File: config.mk
export PLATFORM = sky130hd
export DESIGN_NAME = enc_home_ctrl
export DESIGN_NICKNAME = d
export VERILOG_FILES = /design/src/rtl/enc_home_pkg.sv /design/src/rtl/enc_index_check.sv /design/src/rtl/enc_home_ctrl.sv
export SDC_FILE = /design/constraint.sdc
export NUM_CORES = 1
export LEC_CHECK = 0
export BUFFER_PORTS_ARGS = -buffer_cell sky130_fd_sc_hd__clkbuf_2
export CAP_MARGIN = 20
export CORE_AREA = 2 2 134 136
export CTS_CLUSTER_DIAMETER = 40
export DETAILED_ROUTE_END_ITERATION = 10
export DIE_AREA = 0 0 136 138
export GPL_TIMING_DRIVEN = 1
export PLACE_DENSITY = 0.89
export SLEW_MARGIN = 40
export SYNTH_ARGS = -nofsm -noshare
export SYNTH_HDL_FRONTEND = slang
export SYNTH_SLANG_ARGS = --single-unit
File: constraint.sdc
create_clock -name clock -period 14.1 [get_ports clock]
set_input_delay 2.115 -clock clock [delete_from_list [all_inputs] [get_ports clock]]
set_output_delay 2.115 -clock clock [all_outputs]
set_load 0.005 [all_outputs]
File: src/rtl/enc_home_pkg.sv
// ---------------------------------------------------------------------------
// enc_home_pkg
// Shared types for the encoder homing / index-supervision sequencer.
//   state_t      : sequencer states
//   fault_code_t : reason code published on fault_code
//   FAULT_CODE_W : width of the fault_code port
//   BLANK_CYCLES : cycles z_flag is ignored after each z_clr pulse in HOMED
// ---------------------------------------------------------------------------
package enc_home_pkg;

    localparam int FAULT_CODE_W = 2;

    typedef enum logic [2:0] {
        IDLE,
        WAIT_RDY,
        CLR,
        ARM,
        HOMED,
        FAULT
    } state_t;

    typedef enum logic [FAULT_CODE_W-1:0] {
        FC_NONE    = 2'd0,
        FC_TIMEOUT = 2'd1,
        FC_ENC_ERR = 2'd2
    } fault_code_t;

    // The z_clr cycle itself plus one more, so a flag that the encoder has
    // not yet dropped after the clear is never taken as a new index.
    localparam logic [1:0] BLANK_CYCLES = 2'd2;

endpackage

File: src/rtl/enc_index_check.sv
// ---------------------------------------------------------------------------
// enc_index_check
// Combinational index-spacing window check.
//   z_pos  : in  32 signed, position captured at the newest index pulse
//   last_z : in  32 signed, position captured at the previous index pulse
//   pass   : out 1, spacing is within REV_TOL of 0 or of COUNTS_PER_REV
// A spacing near zero is a legal reversal back across the same index.
// ---------------------------------------------------------------------------
module enc_index_check
    import enc_home_pkg::*;
#(
    parameter int COUNTS_PER_REV = 4000,
    parameter int REV_TOL        = 2
) (
    input  logic signed [31:0] z_pos,
    input  logic signed [31:0] last_z,
    output logic               pass
);

    logic signed [32:0] diff;      // z_pos - last_z, cannot overflow in 33 bits
    logic        [32:0] diff_mag;  // |diff|, at most 2^32-1
    logic signed [33:0] dev;       // |diff| - COUNTS_PER_REV
    logic        [33:0] dev_mag;   // ||diff| - COUNTS_PER_REV|

    assign diff     = {z_pos[31], z_pos} - {last_z[31], last_z};
    assign diff_mag = diff[32] ? 33'(-diff) : 33'(diff);
    assign dev      = $signed({1'b0, diff_mag}) - 34'(COUNTS_PER_REV);
    assign dev_mag  = dev[33] ? 34'(-dev) : 34'(dev);

    assign pass = (diff_mag <= 33'(REV_TOL)) || (dev_mag <= 34'(REV_TOL));

endmodule

File: src/rtl/enc_home_ctrl.sv
// ---------------------------------------------------------------------------
// enc_home_ctrl
// Homing and index-supervision sequencer for one quadrature channel with a
// Z index. Arms Z capture on command, latches the index as the axis origin,
// publishes an origin-relative position and afterwards checks every index
// pulse against the expected counts per revolution.
//   clock, sclr  : clock, synchronous active-high reset
//   cmd_home     : in  pulse, start / restart homing
//   cmd_abort    : in  pulse, return to IDLE
//   enc_ready    : in  encoder counter enabled
//   enc_error    : in  quadrature sequence error
//   enc_count    : in  32 signed raw count
//   z_pos        : in  32 signed count captured at last Z
//   z_flag       : in  Z captured since last clear
//   z_clr        : out pulse clearing the encoder's z_flag
//   busy         : out in WAIT_RDY, CLR or ARM
//   homed        : out in HOMED
//   lost         : out pulse, HOMED left because enc_ready dropped
//   fault        : out in FAULT
//   fault_code   : out 2, 0 none / 1 timeout / 2 encoder error
//   index_err    : out sticky, an index spacing check failed
//   position     : out 32 signed, enc_count - origin (registered)
// ---------------------------------------------------------------------------
module enc_home_ctrl
    import enc_home_pkg::*;
#(
    parameter int COUNTS_PER_REV = 4000,
    parameter int REV_TOL        = 2,
    parameter int TIMEOUT_W      = 24
) (
    input  logic                    clock,
    input  logic                    sclr,
    input  logic                    cmd_home,
    input  logic                    cmd_abort,
    input  logic                    enc_ready,
    input  logic                    enc_error,
    input  logic signed [31:0]      enc_count,
    input  logic signed [31:0]      z_pos,
    input  logic                    z_flag,
    output logic                    z_clr,
    output logic                    busy,
    output logic                    homed,
    output logic                    lost,
    output logic                    fault,
    output logic [FAULT_CODE_W-1:0] fault_code,
    output logic                    index_err,
    output logic signed [31:0]      position
);

    state_t                 state, state_next;
    fault_code_t            code, code_next;
    logic signed [31:0]     origin, origin_next;
    logic signed [31:0]     last_z, last_z_next;
    logic [TIMEOUT_W-1:0]   tmo, tmo_next, tmo_inc;
    logic [1:0]             blank, blank_next;
    logic                   z_clr_next;
    logic                   lost_next;
    logic                   index_err_next;
    logic                   spacing_ok;

    enc_index_check #(
        .COUNTS_PER_REV (COUNTS_PER_REV),
        .REV_TOL        (REV_TOL)
    ) u_index_check (
        .z_pos  (z_pos),
        .last_z (last_z),
        .pass   (spacing_ok)
    );

    // Saturating increment; the all-ones value is the timeout point.
    assign tmo_inc = (tmo == {TIMEOUT_W{1'b1}}) ? tmo : tmo + 1'b1;

    always_comb begin
        // NOTE: every signal written here gets a default first, so no path
        // can leave one unassigned and infer a latch.
        state_next     = state;
        code_next      = code;
        origin_next    = origin;
        last_z_next    = last_z;
        tmo_next       = tmo;
        blank_next     = (blank != 2'd0) ? blank - 2'd1 : 2'd0;
        z_clr_next     = 1'b0;
        lost_next      = 1'b0;
        index_err_next = index_err;

        if (cmd_abort) begin
            // Abort in IDLE simply keeps IDLE (and swallows a coincident home).
            state_next = IDLE;
            code_next  = FC_NONE;
        end else if (enc_error && (state inside {WAIT_RDY, CLR, ARM, HOMED})) begin
            state_next = FAULT;
            code_next  = FC_ENC_ERR;
        end else if (cmd_home) begin
            // Every accepted home request starts a fresh supervision epoch.
            state_next     = WAIT_RDY;
            code_next      = FC_NONE;
            index_err_next = 1'b0;
        end else begin
            unique case (state)
                IDLE: ;
                WAIT_RDY: begin
                    if (enc_ready) begin
                        state_next = CLR;
                        z_clr_next = 1'b1;
                    end
                end
                CLR: begin
                    tmo_next   = '0;
                    state_next = enc_ready ? ARM : WAIT_RDY;
                end
                ARM: begin
                    tmo_next = tmo_inc;
                    if (!enc_ready) begin
                        // The counter was reset under us; any capture is void.
                        state_next = WAIT_RDY;
                    end else if (z_flag) begin
                        origin_next = z_pos;
                        last_z_next = z_pos;
                        state_next  = HOMED;
                        z_clr_next  = 1'b1;
                        blank_next  = BLANK_CYCLES;
                    end else if (tmo_inc == {TIMEOUT_W{1'b1}}) begin
                        state_next = FAULT;
                        code_next  = FC_TIMEOUT;
                    end
                end
                HOMED: begin
                    if (!enc_ready) begin
                        state_next = IDLE;
                        lost_next  = 1'b1;
                    end else if (z_flag && (blank == 2'd0)) begin
                        if (!spacing_ok) begin
                            index_err_next = 1'b1;
                        end
                        last_z_next = z_pos;
                        z_clr_next  = 1'b1;
                        blank_next  = BLANK_CYCLES;
                    end
                end
                FAULT: ;
                default: state_next = IDLE;
            endcase
        end
    end

    // NOTE: sequential state uses non-blocking assignments only, so every
    // register samples the pre-edge value of the others.
    always_ff @(posedge clock) begin
        if (sclr) begin
            state     <= IDLE;
            code      <= FC_NONE;
            origin    <= '0;
            last_z    <= '0;
            tmo       <= '0;
            blank     <= 2'd0;
            z_clr     <= 1'b0;
            lost      <= 1'b0;
            index_err <= 1'b0;
            position  <= '0;
        end else begin
            state     <= state_next;
            code      <= code_next;
            origin    <= origin_next;
            last_z    <= last_z_next;
            tmo       <= tmo_next;
            blank     <= blank_next;
            z_clr     <= z_clr_next;
            lost      <= lost_next;
            index_err <= index_err_next;
            position  <= enc_count - origin;
        end
    end

    assign busy       = (state == WAIT_RDY) || (state == CLR) || (state == ARM);
    assign homed      = (state == HOMED);
    assign fault      = (state == FAULT);
    assign fault_code = code;

endmodule

==> results.cfg <==
[run_status]
run_status = complete, no violations

[floorplan]
die_x_um = 136
ios = 111
dieArea_um2 = 18800
die_h_um = 138
initial_core_util = 0.641
core_area_um2 = 17500
placementRows = 49

[setup_path]
arrival_ns = 8.12
crit_path_end_kind = flop
worstPathMaxFanout = 27
worst_setup_path_start_kind = input port
crit_type = input port to flop
worstPathRequired_ns = 14.41

[final_layout]
nNetsFinal = 1774
regArea_um2 = 2600
area_growth_pct = 11.2
final_area_um2 = 12500
nFillCells = 1410
diodes = 0
drive_above_1_share = 0.119
multi_input_area_um2 = 8040
stdcell_count = 1872

[pwr]
p_per_area_nw_per_um2 = 90.9
p_leak_nw = 4.66
power.total_mw = 1.14
peakVddDrop_mv = 0.0936

[yosys]
ys_seq_area_frac = 0.231
synth_area_leaders = dfxtp_1 23%, ha_1 7.9%, nand2_1 7.6%, a21oi_1 6.1%, nor2_1 4.7%
synth_seq_cells = 130
ys_types = 90
yosysWarnings = 0
synth_ff_type = dfxtp_1
synth_nets = 1712
synth.avg_cell_area_um2 = 7.17
synth_edf_count = 0
netlist_area_um2 = 11200
postSynth.asyncResetShare = 0
synth_top_area_frac = 0.231
synth_top_cell_by_area = dfxtp_1
syn_inst = 1568

[drt]
drt_iter0_drc = 974
vias = 11900
routed_wirelength_um = 31500
post_drt_wl_per_cell_um = 16.8
drc = 0
via_per_inst = 6.38
top_layer = met4
firstDrtPassIters = 6
dr_wl_met2_um = 15500
antenna_left = 0
wl_met3_um = 1810
met1_length_um = 13100

[placement]
placed_area_um2 = 11900
dp_slack_ns = 5.92
port_buffers = 110
detailed_place_hpwl_um = 23500
gp_congestion = 0.915
placed_cells = 1840

[grt]
grt_overflow = 0
grt_pass1_vias = 11300
groute.usage.overall = 0.332
antenna_found_initial = 0
grt_max_degree = 81
grt_pass1_wl_um = 52300

[timing]
rsz0062_at_grt = false
finalSetupViolations = 0
max_clock_freq_ghz = 0.128
hold_viol = 0
setup_tns_ns = 0
tightest_slew_ns = 0.826
max_slew_margin = 0.444
drv_slew = 0
period_needed_ns = 7.81
setup_slack_ns = 6.29
fin_skew_ns = 0.0148
finalCritPeriodShare = 0.554

[clock_tree]
cts_tree = built
htreeDepth = 4
clock-sinks = 130
ctsRootBufferMaster = clkbuf_16
post_cts_buffers = 0
cts_buffers = 17
clockBufferDepth = 2
clk_pin_slew_worst_paths_ns = 0.07
hold_buffers = 0
worstSkewPairLatency_ns = 0.43
ctsResizeCount = 0

[job]
max_cap_violations = 0

[min_path]
hp-class = flop to flop
[layer usage]
metal  GRT usage  vias up
met5           0        -
met4       0.133        0
met3      0.0554       94
met2       0.580      472
met1       0.401     5583
li1            -     5794
[layout by cell type (no fill, tap or decap), types with 33 or more instances in the layout]
cell and count:
inv_1 86, ha_1 71, xnor2_1 55, nor3_1 67, nor2_1 140, a21o_1 33
xor2_1 41, nand4_1 34, nand2_1 226, o21ai_0 48, nand3_1 52, clkbuf_2 109
a21oi_1 136, dfxtp_1 129
[sequential cells by signal (all words and copies together) (netlist names)]
register and count:
state 3, index_err 1, origin 32, fault_code 2, lost 1, position 32
tmo 24, blank 2, z_clr 1, last_z 32
[synth_stat cells, types with 7 or more instances]
| library cell | count |
|---|---|
| a2111oi_0 | 8 |
| a211oi_1 | 11 |
| a21boi_0 | 7 |
| a21o_1 | 33 |
| a21oi_1 | 136 |
| a22oi_1 | 13 |
| a311oi_1 | 7 |
| a31oi_1 | 19 |
| and2_1 | 12 |
| and3_1 | 27 |
| clkbuf_1 | 66 |
| dfxtp_1 | 130 |
| ha_1 | 71 |
| inv_1 | 86 |
| mux2_2 | 8 |
| nand2_1 | 227 |
| nand2b_1 | 19 |
| nand3_1 | 52 |
| nand4_1 | 34 |
| nor2_1 | 140 |
| nor2b_1 | 12 |
| nor3_1 | 67 |
| nor4_1 | 25 |
| o211ai_1 | 14 |
| o21a_1 | 14 |
| o21ai_0 | 48 |
| o31ai_1 | 13 |
| or2_2 | 10 |
| or3_1 | 10 |
| or4_1 | 8 |
| xnor2_1 | 56 |
| xor2_1 | 42 |
[final timing paths]
| path | from | endpoint | slack (ns) | depth (start not counted) |
|---|---|---|---|---|
| max | z_pos[0] | index_err | 6.29 | 23 |
| min | origin[13] | origin[13] | 0.46 | 2 |
| max reg2reg | last_z[0] | index_err | 7.80 | 21 |
| min reg2reg | origin[13] | origin[13] | 0.46 | 2 |
[per-stage QoR]
stage | hold WS, ns | utilization
finish | 0.455 | 0.713
detailed placement | 0.446 | 0.677
global route | 0.470 | 0.713
CTS | 0.455 | 0.712
global placement | 0.439 | 0.676
floorplan | 0.425 | -
[area by class of cell]
cell class	count	share of cell area
multi-input combinational	1274	0.643
timing repair buffer	120	0.0502
clock inverter	15	0.0155
clock buffer	17	0.0340
tap	229	0.0229
sequential	130	0.208
inverter	87	0.0261
[cells by family after synthesis]
group,Yosys count,synth area share
AOI/OAI and AO/OA,409,0.245
muxes,15,0.0144
xor gates and xnor gates,99,0.0778
adders and majority gates,73,0.0826
buffers and inverters,164,0.0564
DFF,130,0.231
and+or+nand+nor,678,0.292
[power by group]
group	switching [mW]	internal, mW	total (mW)	leakage (nW)
clock	0.184	0.283	0.467	0.299
combinational	0.181	0.110	0.290	3.30
sequential	0.00331	0.376	0.379	1.06
[worst max-delay path, cell delays in order]
cell and delay (ns):
clkbuf_2 0.09, inv_1 0.05, ha_1 0.17, inv_1 0.06, fa_1 0.43, a211oi_1 0.31
o21ai_1 0.17, a311oi_1 0.58, nor4_1 0.17, o2bb2ai_1 0.17, buf_4 0.30, nand2_1 0.11
xnor2_1 0.45, ha_1 0.41, nor2_1 0.09, mux2i_1 0.24, nor4b_1 0.15, nor4b_2 0.55
o2111ai_1 0.20, a2111oi_0 0.49, a41oi_1 0.21, a2111oi_1 0.45, a31oi_1 0.13
Power figures use the tool's default switching activity.
